File: src/rtl/mem_pkg.sv
// Shared encodings, FSM state type and lane helpers
// for the data-memory access unit.
package mem_pkg;

  localparam logic [1:0] SZ_B = 2'd0;
  localparam logic [1:0] SZ_H = 2'd1;
  localparam logic [1:0] SZ_W = 2'd2;

  typedef enum logic [1:0] {
    S_IDLE,
    S_ACCESS,
    S_DONE
  } state_e;

  function automatic logic [3:0] lane_wen(
    input logic [1:0] size,
    input logic [1:0] off
  );
    unique case (1'b1)
      size == SZ_B: lane_wen = 4'b0001 << off;
      size == SZ_H: lane_wen = off[1] ? 4'b1100 : 4'b0011;
      default:      lane_wen = 4'b1111;
    endcase
  endfunction

  function automatic logic misaligned(
    input logic [1:0] size,
    input logic [1:0] off
  );
    unique case (1'b1)
      size == SZ_B: misaligned = 1'b0;
      size == SZ_H: misaligned = off[0];
      default:      misaligned = |off;
    endcase
  endfunction

  function automatic logic [31:0] lane_data(
    input logic [1:0]  size,
    input logic [31:0] wdata
  );
    unique case (1'b1)
      size == SZ_B: lane_data = {4{wdata[7:0]}};
      size == SZ_H: lane_data = {2{wdata[15:0]}};
      default:      lane_data = wdata;
    endcase
  endfunction

endpackage

File: src/rtl/mem_access_unit_if.sv
// MEM-stage request bus plus data SRAM port.
// master = core/SRAM side, slave = access unit.
interface mem_access_unit_if #(
  parameter int ADDR_W = 32
);
  logic              req_valid;
  logic              req_we;
  logic [1:0]        req_size;
  logic              req_unsigned;
  logic [ADDR_W-1:0] req_addr;
  logic [31:0]       req_wdata;
  logic              stall;
  logic              done;
  logic [31:0]       rdata;
  logic              adel;
  logic              ades;
  logic [ADDR_W-1:0] badvaddr;
  logic              sram_en;
  logic [3:0]        sram_wen;
  logic [ADDR_W-1:0] sram_addr;
  logic [31:0]       sram_wdata;
  logic [31:0]       sram_rdata;

  modport master (
    output req_valid, req_we, req_size,
    output req_unsigned, req_addr, req_wdata,
    output sram_rdata,
    input  stall, done, rdata, adel, ades,
    input  badvaddr, sram_en, sram_wen,
    input  sram_addr, sram_wdata
  );

  modport slave (
    input  req_valid, req_we, req_size,
    input  req_unsigned, req_addr, req_wdata,
    input  sram_rdata,
    output stall, done, rdata, adel, ades,
    output badvaddr, sram_en, sram_wen,
    output sram_addr, sram_wdata
  );
endinterface

File: src/rtl/mem_load_ext.sv
// Byte/half lane select and sign/zero extension
// of raw SRAM read data.
module mem_load_ext
  import mem_pkg::*;
(
  input  logic [31:0] rdata_i,
  input  logic [1:0]  addr_i,
  input  logic [1:0]  size_i,
  input  logic        unsigned_i,
  output logic [31:0] data_o
);

  logic [7:0]  b;
  logic [15:0] h;

  always_comb begin
    b = 8'h00;
    unique case (addr_i)
      2'd0: b = rdata_i[7:0];
      2'd1: b = rdata_i[15:8];
      2'd2: b = rdata_i[23:16];
      2'd3: b = rdata_i[31:24];
      default: b = 8'h00;
    endcase
    h = addr_i[1] ? rdata_i[31:16] : rdata_i[15:0];
  end

  always_comb begin
    data_o = rdata_i;
    unique case (1'b1)
      size_i == SZ_B:
        data_o = {{24{~unsigned_i & b[7]}}, b};
      size_i == SZ_H:
        data_o = {{16{~unsigned_i & h[15]}}, h};
      default:
        data_o = rdata_i;
    endcase
  end

endmodule

File: src/rtl/mem_access_unit.sv
// Data-memory access unit: sized loads/stores,
// SRAM latency stall and alignment errors.
module mem_access_unit
  import mem_pkg::*;
#(
  parameter int ADDR_W      = 32,
  parameter int LATENCY     = 1,
  parameter int ALIGN_CHECK = 1
) (
  input logic              clk,
  input logic              rst,
  mem_access_unit_if.slave bus
);

  localparam int CW = $clog2(LATENCY + 1);

  state_e            state_q;
  logic [CW-1:0]     cnt_q;
  logic              we_q;
  logic [1:0]        size_q;
  logic              uns_q;
  logic [ADDR_W-1:0] addr_q;
  logic [31:0]       wdata_q;
  logic              done_q;
  logic              adel_q;
  logic              ades_q;
  logic [ADDR_W-1:0] badvaddr_q;
  logic [31:0]       rdata_q;

  logic [1:0]        size_d;
  logic [ADDR_W-1:0] addr_d;
  logic              mis_d;
  logic [31:0]       ext_data;
  logic              acc;

  // Size 3 folds to word; without checking, drop low bits instead.
  always_comb begin
    size_d = (bus.req_size == 2'd3) ? SZ_W : bus.req_size;
    mis_d  = (ALIGN_CHECK != 0)
           && misaligned(size_d, bus.req_addr[1:0]);
    addr_d = bus.req_addr;
    if (ALIGN_CHECK == 0) begin
      unique case (1'b1)
        size_d == SZ_B: addr_d = bus.req_addr;
        size_d == SZ_H: addr_d[0] = 1'b0;
        default:        addr_d[1:0] = 2'b00;
      endcase
    end
  end

  mem_load_ext u_ext (
    .rdata_i    (bus.sram_rdata),
    .addr_i     (addr_q[1:0]),
    .size_i     (size_q),
    .unsigned_i (uns_q),
    .data_o     (ext_data)
  );

  always_ff @(posedge clk) begin
    if (rst) begin
      state_q    <= S_IDLE;
      cnt_q      <= '0;
      we_q       <= 1'b0;
      size_q     <= 2'b00;
      uns_q      <= 1'b0;
      addr_q     <= '0;
      wdata_q    <= '0;
      done_q     <= 1'b0;
      adel_q     <= 1'b0;
      ades_q     <= 1'b0;
      badvaddr_q <= '0;
      rdata_q    <= '0;
    end else begin
      unique case (state_q)
        S_IDLE: begin
          if (bus.req_valid && mis_d) begin
            adel_q     <= ~bus.req_we;
            ades_q     <= bus.req_we;
            badvaddr_q <= bus.req_addr;
            done_q     <= 1'b1;
            state_q    <= S_DONE;
          end else if (bus.req_valid) begin
            we_q    <= bus.req_we;
            size_q  <= size_d;
            uns_q   <= bus.req_unsigned;
            addr_q  <= addr_d;
            wdata_q <= lane_data(size_d, bus.req_wdata);
            cnt_q   <= CW'(LATENCY - 1);
            state_q <= S_ACCESS;
          end
        end
        S_ACCESS: begin
          if (cnt_q == '0) begin
            rdata_q <= we_q ? 32'h0 : ext_data;
            done_q  <= 1'b1;
            state_q <= S_DONE;
          end else begin
            cnt_q <= cnt_q - CW'(1);
          end
        end
        S_DONE: begin
          done_q     <= 1'b0;
          adel_q     <= 1'b0;
          ades_q     <= 1'b0;
          badvaddr_q <= '0;
          rdata_q    <= '0;
          state_q    <= S_IDLE;
        end
        default: state_q <= S_IDLE;
      endcase
    end
  end

  assign acc = (state_q == S_ACCESS);

  assign bus.stall = (state_q == S_IDLE && bus.req_valid)
                   || acc;
  assign bus.done     = done_q;
  assign bus.rdata    = rdata_q;
  assign bus.adel     = adel_q;
  assign bus.ades     = ades_q;
  assign bus.badvaddr = badvaddr_q;

  assign bus.sram_en    = acc;
  assign bus.sram_wen   = (acc && we_q)
                        ? lane_wen(size_q, addr_q[1:0])
                        : 4'b0000;
  assign bus.sram_addr  = acc ? {addr_q[ADDR_W-1:2], 2'b00}
                              : '0;
  assign bus.sram_wdata = acc ? wdata_q : 32'h0;

endmodule

File: src/flat_wrapper.sv
// flat-port wrapper written by rule: the top's interface ports become plain ports
module mem_access_unit_flat import mem_pkg::*;
#(
  parameter int ADDR_W      = 32,
  parameter int LATENCY     = 1,
  parameter int ALIGN_CHECK = 1
)
  (clk, rst, bus_req_valid, bus_req_we, bus_req_size, bus_req_unsigned, bus_req_addr, bus_req_wdata, bus_sram_rdata, bus_stall, bus_done, bus_rdata, bus_adel, bus_ades, bus_badvaddr, bus_sram_en, bus_sram_wen, bus_sram_addr, bus_sram_wdata);
  mem_access_unit_if #(.ADDR_W(ADDR_W)) bus_i ();
  input logic clk;
  input logic rst;
  input wire logic [$bits(bus_i.req_valid)-1:0] bus_req_valid;
  input wire logic [$bits(bus_i.req_we)-1:0] bus_req_we;
  input wire logic [$bits(bus_i.req_size)-1:0] bus_req_size;
  input wire logic [$bits(bus_i.req_unsigned)-1:0] bus_req_unsigned;
  input wire logic [$bits(bus_i.req_addr)-1:0] bus_req_addr;
  input wire logic [$bits(bus_i.req_wdata)-1:0] bus_req_wdata;
  input wire logic [$bits(bus_i.sram_rdata)-1:0] bus_sram_rdata;
  output wire logic [$bits(bus_i.stall)-1:0] bus_stall;
  output wire logic [$bits(bus_i.done)-1:0] bus_done;
  output wire logic [$bits(bus_i.rdata)-1:0] bus_rdata;
  output wire logic [$bits(bus_i.adel)-1:0] bus_adel;
  output wire logic [$bits(bus_i.ades)-1:0] bus_ades;
  output wire logic [$bits(bus_i.badvaddr)-1:0] bus_badvaddr;
  output wire logic [$bits(bus_i.sram_en)-1:0] bus_sram_en;
  output wire logic [$bits(bus_i.sram_wen)-1:0] bus_sram_wen;
  output wire logic [$bits(bus_i.sram_addr)-1:0] bus_sram_addr;
  output wire logic [$bits(bus_i.sram_wdata)-1:0] bus_sram_wdata;
  assign bus_i.req_valid = bus_req_valid;
  assign bus_i.req_we = bus_req_we;
  assign bus_i.req_size = bus_req_size;
  assign bus_i.req_unsigned = bus_req_unsigned;
  assign bus_i.req_addr = bus_req_addr;
  assign bus_i.req_wdata = bus_req_wdata;
  assign bus_i.sram_rdata = bus_sram_rdata;
  assign bus_stall = bus_i.stall;
  assign bus_done = bus_i.done;
  assign bus_rdata = bus_i.rdata;
  assign bus_adel = bus_i.adel;
  assign bus_ades = bus_i.ades;
  assign bus_badvaddr = bus_i.badvaddr;
  assign bus_sram_en = bus_i.sram_en;
  assign bus_sram_wen = bus_i.sram_wen;
  assign bus_sram_addr = bus_i.sram_addr;
  assign bus_sram_wdata = bus_i.sram_wdata;
  mem_access_unit #(.ADDR_W(ADDR_W), .LATENCY(LATENCY), .ALIGN_CHECK(ALIGN_CHECK)) u_core (.clk(clk), .rst(rst), .bus(bus_i));
endmodule
File: config.mk
export PLATFORM = sky130hd
export DESIGN_NAME = mem_access_unit_flat
export DESIGN_NICKNAME = d
export VERILOG_FILES = /design/src/rtl/mem_pkg.sv /design/src/rtl/mem_access_unit_if.sv /design/src/rtl/mem_load_ext.sv /design/src/rtl/mem_access_unit.sv /design/src/flat_wrapper.sv
export SDC_FILE = /design/constraint.sdc
export NUM_CORES = 1
export LEC_CHECK = 0
export CAP_MARGIN = 20
export CORE_MARGIN = 2
export CORE_UTILIZATION = 25
export DETAILED_ROUTE_END_ITERATION = 6
export GPL_TIMING_DRIVEN = 0
export MAX_ROUTING_LAYER = met4
export PLACE_DENSITY = 0.57
export SYNTH_ARGS = -nofsm -noshare
export SYNTH_HDL_FRONTEND = slang
export SYNTH_SLANG_ARGS = --single-unit
File: constraint.sdc
create_clock -name clk -period 2.1 [get_ports clk]
set_input_delay 0.315 -clock clk [delete_from_list [all_inputs] [get_ports clk]]
set_output_delay 0.315 -clock clk [all_outputs]
set_load 0.03 [all_outputs]
# [Word level (Yosys, flattened, before mapping)]
# Index checks and enable logic that the tools add are counted.
[word_totals] ff_bits=138 input_bits=103 wordCells=82 output_inout_bits=137
[classes] n_eq_ne=13 mux=31 n_bitwise=5 addsub=1 reduce_logical=19 shifts=1
[op_table] operator="one-hot mux 32 bit (2 select lines)" n=4
[op_table] operator="2-to-1 mux 32 bit" n=5
[op_table] operator="one-hot mux 8 bit (4 select lines)" n=1
[op_table] operator="2-to-1 mux 16 bit" n=1
[op_table] operator="AND reduction 3 bit" n=3
[op_table] operator="== test 2 x 1 -> 1 bit (second input constant)" n=4
[op_table] operator="== test 2 bit (second input constant)" n=4
[op_table] operator="zero test 2 bit" n=4
[op_table] operator="2-to-1 mux 2 bit" n=4
[op_table] operator="2-to-1 mux 4 bit" n=2
[op_table] operator="one-hot mux 1 bit (2 select lines)" n=4
[op_table] operator="one-hot mux 4 bit (2 select lines)" n=1
[op_table] operator="2-to-1 mux 1 bit" n=7
[op_table] operator="inequality test 2 bit (second input constant)" n=3
[op_table] operator="AND reduction 2 bit" n=3
[op_table] operator="nonzero test 2 bit" n=3
[op_table] operator="one-hot mux 2 bit (2 select lines)" n=1
[op_table] operator="<< shifter 1 x 2 -> 4 bit (first input constant)" n=1
[op_table] operator="logical AND 1 bit" n=3
[op_table] operator="inequality test 3 x 2 -> 1 bit (second input constant)" n=1
[op_table] operator="inverter 1 bit" n=3
[op_table] operator="one-hot mux 1 bit (3 select lines)" n=1
[op_table] operator="nonzero test 3 bit" n=1
[op_table] operator="bitwise AND 1 bit" n=2
[op_table] operator="other kinds (4)" n=4

# [Longest topological paths before layout]
[depth] depth_word=7 mapped_depth=9 mapped_depth_nobuf=6

# [Hierarchy]
# A second synthesis with hierarchy kept.
[hier_totals] cells_unflattened=801 area_unflattened_um2=7086.8
[by_module_without_submodules] mod="mem_access_unit" cells_each=668 instances=1 area_each_um2=6103.4 seq_area_each_um2=2742.6
[by_module_without_submodules] mod="mem_load_ext" cells_each=133 instances=1 area_each_um2=983.4 seq_area_each_um2=0.0

# [Least setup slack after synthesis]
# Ideal clock, no wire load.
[synth_path] path_type="reg2out" start="register u_core.state_q[1]" end="output port bus_sram_wen[3]" required_time_ns=1.785 arrival_time_ns=1.649 setup_slack_ns=0.136 path_stages_with_launch=6 n_path_buf=1 path_cell_list="dfxtp_1 > inv_1 > ha_1 > clkbuf_1 > nand2_1 > a21oi_1"
[synth_via] elab_chain_cells=3
[synth_lines] element="start, declared" line_no="mem_access_unit.sv:17" text="state_e state_q;"
[synth_lines] element="start signal, assigned" line_no="mem_access_unit.sv:61" text="state_q <= S_IDLE;"
[synth_lines] element="start signal, assigned" line_no="mem_access_unit.sv:81" text="state_q <= S_DONE;"
[synth_lines] element="start signal, assigned" line_no="mem_access_unit.sv:89" text="state_q <= S_ACCESS;"
[synth_lines] element="== test 2 x 1 -> 1 bit" line_no="mem_access_unit.sv:114" text="assign acc = (state_q == S_ACCESS);"
[synth_lines] element="named net bus_sram_en" line_no="flat_wrapper.sv:25" text="output wire logic [$bits(bus_i.sram_en)-1:0] bus_sram_en;"
[synth_lines] element="logical AND 1 bit" line_no="mem_access_unit.sv:125" text="assign bus.sram_wen = (acc && we_q)"
[synth_lines] element="2-to-1 mux 4 bit" line_no="mem_access_unit.sv:126" text="? lane_wen(size_q, addr_q[1:0])"
[synth_lines] element="end, declared" line_no="flat_wrapper.sv:26" text="output wire logic [$bits(bus_i.sram_wen)-1:0] bus_sram_wen;"
# The timed path passes the listed nets, and every way through them passes these cells.

# [Worst setup path in the final report]
[layout_path] start="register u_core.state_q[1]" end="output port bus_sram_addr[11]"
[layout_via] elab_chain_cells=2
[layout_lines] element="== test 2 x 1 -> 1 bit" line_no="mem_access_unit.sv:114"
[layout_lines] element="2-to-1 mux 32 bit" line_no="mem_access_unit.sv:128" text="assign bus.sram_addr = acc ? {addr_q[ADDR_W-1:2], 2'b00}"
[layout_lines] element="end, declared" line_no="flat_wrapper.sv:27" text="output wire logic [$bits(bus_i.sram_addr)-1:0] bus_sram_addr;"
# No other way between the ends.

==> results.json <==
{
  "syn_to_final_growth_pct": 54.46,
  "max_cap_viol_count": 0,
  "clk_path_buf_depth": 2,
  "num-nets-final": 1089,
  "grt_pass1_vias": 6018,
  "slew_headroom_pct": 42.54,
  "htreeDepth": 4,
  "mostFrequentLayoutCell": "clkdlybuf4s50_1",
  "worstSetupStartpointType": "flop",
  "initial_utilization_pct": 25.68,
  "antenna_found_initial": 0,
  "tightest_slew_ns": 0.8601,
  "track_usage_pct": 18.05,
  "dieWidth_um": 159.7,
  "root_buffer": "clkbuf_16",
  "avgSynthCellArea_sq_um": 8.375,
  "clkTransAtPathRegs_ns": 0.06,
  "fin_util_pct": 39.66,
  "status": "complete, no violations",
  "crit_path_end_kind": "output pin",
  "rsz0062_at_grt": "true",
  "clkSinkCount": 137,
  "post-route-drc-count": 0,
  "die_area_sq_um": 25520,
  "synth_area_sq_um": 6063,
  "hpwl_um": 16820,
  "io_buffers": 234,
  "syn_inst": 724,
  "cellLeakagePower_nw": 3.643,
  "synth_edf_count": 0,
  "finalHoldViolations": 0,
  "postCtsHoldBufs": 0,
  "power_density_nw_per_um2": 842.8,
  "pin_count": 240,
  "ir_worst_vdd_uv": 442.2,
  "required_ns": 1.78,
  "timing.final.crit_period_ns": 2.010,
  "vias": 6079,
  "die_h_um": 159.7,
  "hold_slack_ns": 0.2285,
  "hold_path.class": "in -> reg",
  "layout_common_cells": "167 x clkdlybuf4s50_1, 149 x nand2_1, 135 x dfxtp_1, 84 x a21oi_1, 62 x and2_1",
  "wl_per_cell_um": 17.24,
  "grt_pass1_wl_um": 35100,
  "max_freq_ghz": 0.4976,
  "critPathKind": "reg -> out",
  "ys.flop_type": "dfxtp_1",
  "path_max_fanout": 10,
  "firstDrtPassIters": 7,
  "cts_tree": "built",
  "ys_seq_area_share_pct": 45.23,
  "placementRows": 56,
  "cts_buffers": 17,
  "cp.arrival_ns": 1.69,
  "clk_latency_ns": 0.42,
  "first_iter_violations": 294,
  "antenna_cells": 0,
  "fin_crit_sh_pct": 95.70,
  "via_per_inst": 4.626,
  "finalSetupViolations": 0,
  "routed_wl_um": 22650,
  "finalMaxSlewViolations": 0,
  "gp_congestion": 0.8556,
  "ys_ff_latch": 137,
  "antenna_left": 0,
  "grt_max_degree": 17,
  "grt-ovfl-total": 0,
  "yosysWarnings": 0,
  "core_sq_um": 23610,
  "drive_gt1_share_pct": 15.98,
  "async_flop_share_pct": 0,
  "synth_cell_types": 46,
  "finalClockSkew_ns": 0.008355
}
==> state kept, by name, summed over array words and instances (netlist names) <==
| name | count |
|---|---|
| u_core.wdata_q | 32 |
| u_core.size_q | 2 |
| u_core.uns_q | 1 |
| u_core.state_q | 2 |
| u_core.addr_q | 32 |
| u_core.we_q | 1 |
| u_core.bus.rdata | 32 |
| u_core.bus.adel | 1 |
| u_core.bus.badvaddr | 32 |
| u_core.bus.done | 1 |
| u_core.bus.ades | 1 |
==> per-layer routing <==
layer / wire, um / share of wire (%) / up-vias / global-route usage, %
met3: 1464 / 6.5 / 26 / 5.403
met1: 10270 / 45 / 2829 / 22.65
met4: 405 / 1.8 / 0 / 5.041
li1: - / - / 3034 / -
met2: 10520 / 46 / 190 / 28.16
met5: 0 / 0 / - / -
==> cells by family (layout without fill, tap and decap cells) <==
logic type      Yosys count  count (layout)  share of synthesized area [%]
compound gates          220             220                          24.02
mux                      25              25                          4.127
buf+inv                  68             338                          5.138
simple gates            269             269                          20.59
fa+ha+maj                 4               4                         0.8255
other cells               1               2                        0.06185
flops                   137             137                          45.23
==> final cells by class <==
class / count / area, sq um
clock buffers: 18 / 429.2
inverters: 7 / 31.28
fillers: 2496 / 14250
well taps: 319 / 399.1
multi-input cells: 520 / 3059
repair buffers: 239 / 2137
plain buffers: 60 / 381.6
flip-flops and latches: 137 / 2745
clock inverters: 14 / 182.7
==> cells in the mapped netlist, drive strengths merged, types with 3 or more instances <==
master	instances	area (sq um)
o22a	7	61.31
a311oi	11	113.9
a31oi	3	18.77
o211ai	14	105.1
nor2b	11	68.82
o21ai	36	191.4
ha	4	50.05
nand2	150	565.6
mux2i	25	250.2
and2	63	394.1
a2bb2oi	7	61.31
a22oi	8	60.06
inv	5	18.77
a21oi	85	429.2
buf	22	138.9
a211oi	10	75.07
clkbuf	39	146.4
nor2	31	116.4
a22o	35	306.5
dfxtp	137	2743
nand2b	3	18.77
==> critical path, cell delays in order, from the launching register on <==
cell and delay, ns:
dfxtp_2 0.33, inv_2 0.08, ha_4 0.16, clkbuf_8 0.18, clkbuf_4 0.20, and2_1 0.13
buf_2 0.19
==> report_power, final <==
part	switching, mW	internal [mW]	leakage, nW	total, mW
combinational	1.01	0.759	2.23	1.77
clock	1.29	1.90	0.294	3.19
sequential	0.115	2.82	1.12	2.94
total	2.41	5.48	3.64	7.89
==> worst paths after layout <==
check                 startpoint              endpoint  slack, ns  depth (start not counted)
min reg2reg  u_core.bus.rdata[7]   u_core.bus.rdata[7]       0.45                          2
max reg2reg    u_core.state_q[0]  u_core.bus.rdata[12]       0.10                          6
min                bus_req_valid     u_core.state_q[0]       0.23                          2
max            u_core.state_q[1]     bus_sram_addr[11]       0.09                          6
==> per-stage QoR <==
step	worst slack (ns)	cells	TNS, ns	power, mW	cell area [sq um]
2_1_floorplan	0.1360	725	0	3.914	6067
3_3_place_gp	-0.6777	1278	-62.53	4.695	8808
3_5_place_dp	-0.7333	1278	-63.08	4.707	8808
4_1_cts	0.01772	1310	0	7.956	9311
5_1_grt	-0.04067	1314	-0.1134	8.259	9365
6_report	0.09023	1314	0	7.893	9365
==> what timing repair did <==
item / CTS / global route
cloned: 0 / 0
setup buffers: 1 / 4
pin swaps: 1 / 0
resized for setup: 354 / 45
setup endpoints to repair: 114 / 138
No activity file was read; power rests on OpenSTA's default activity.
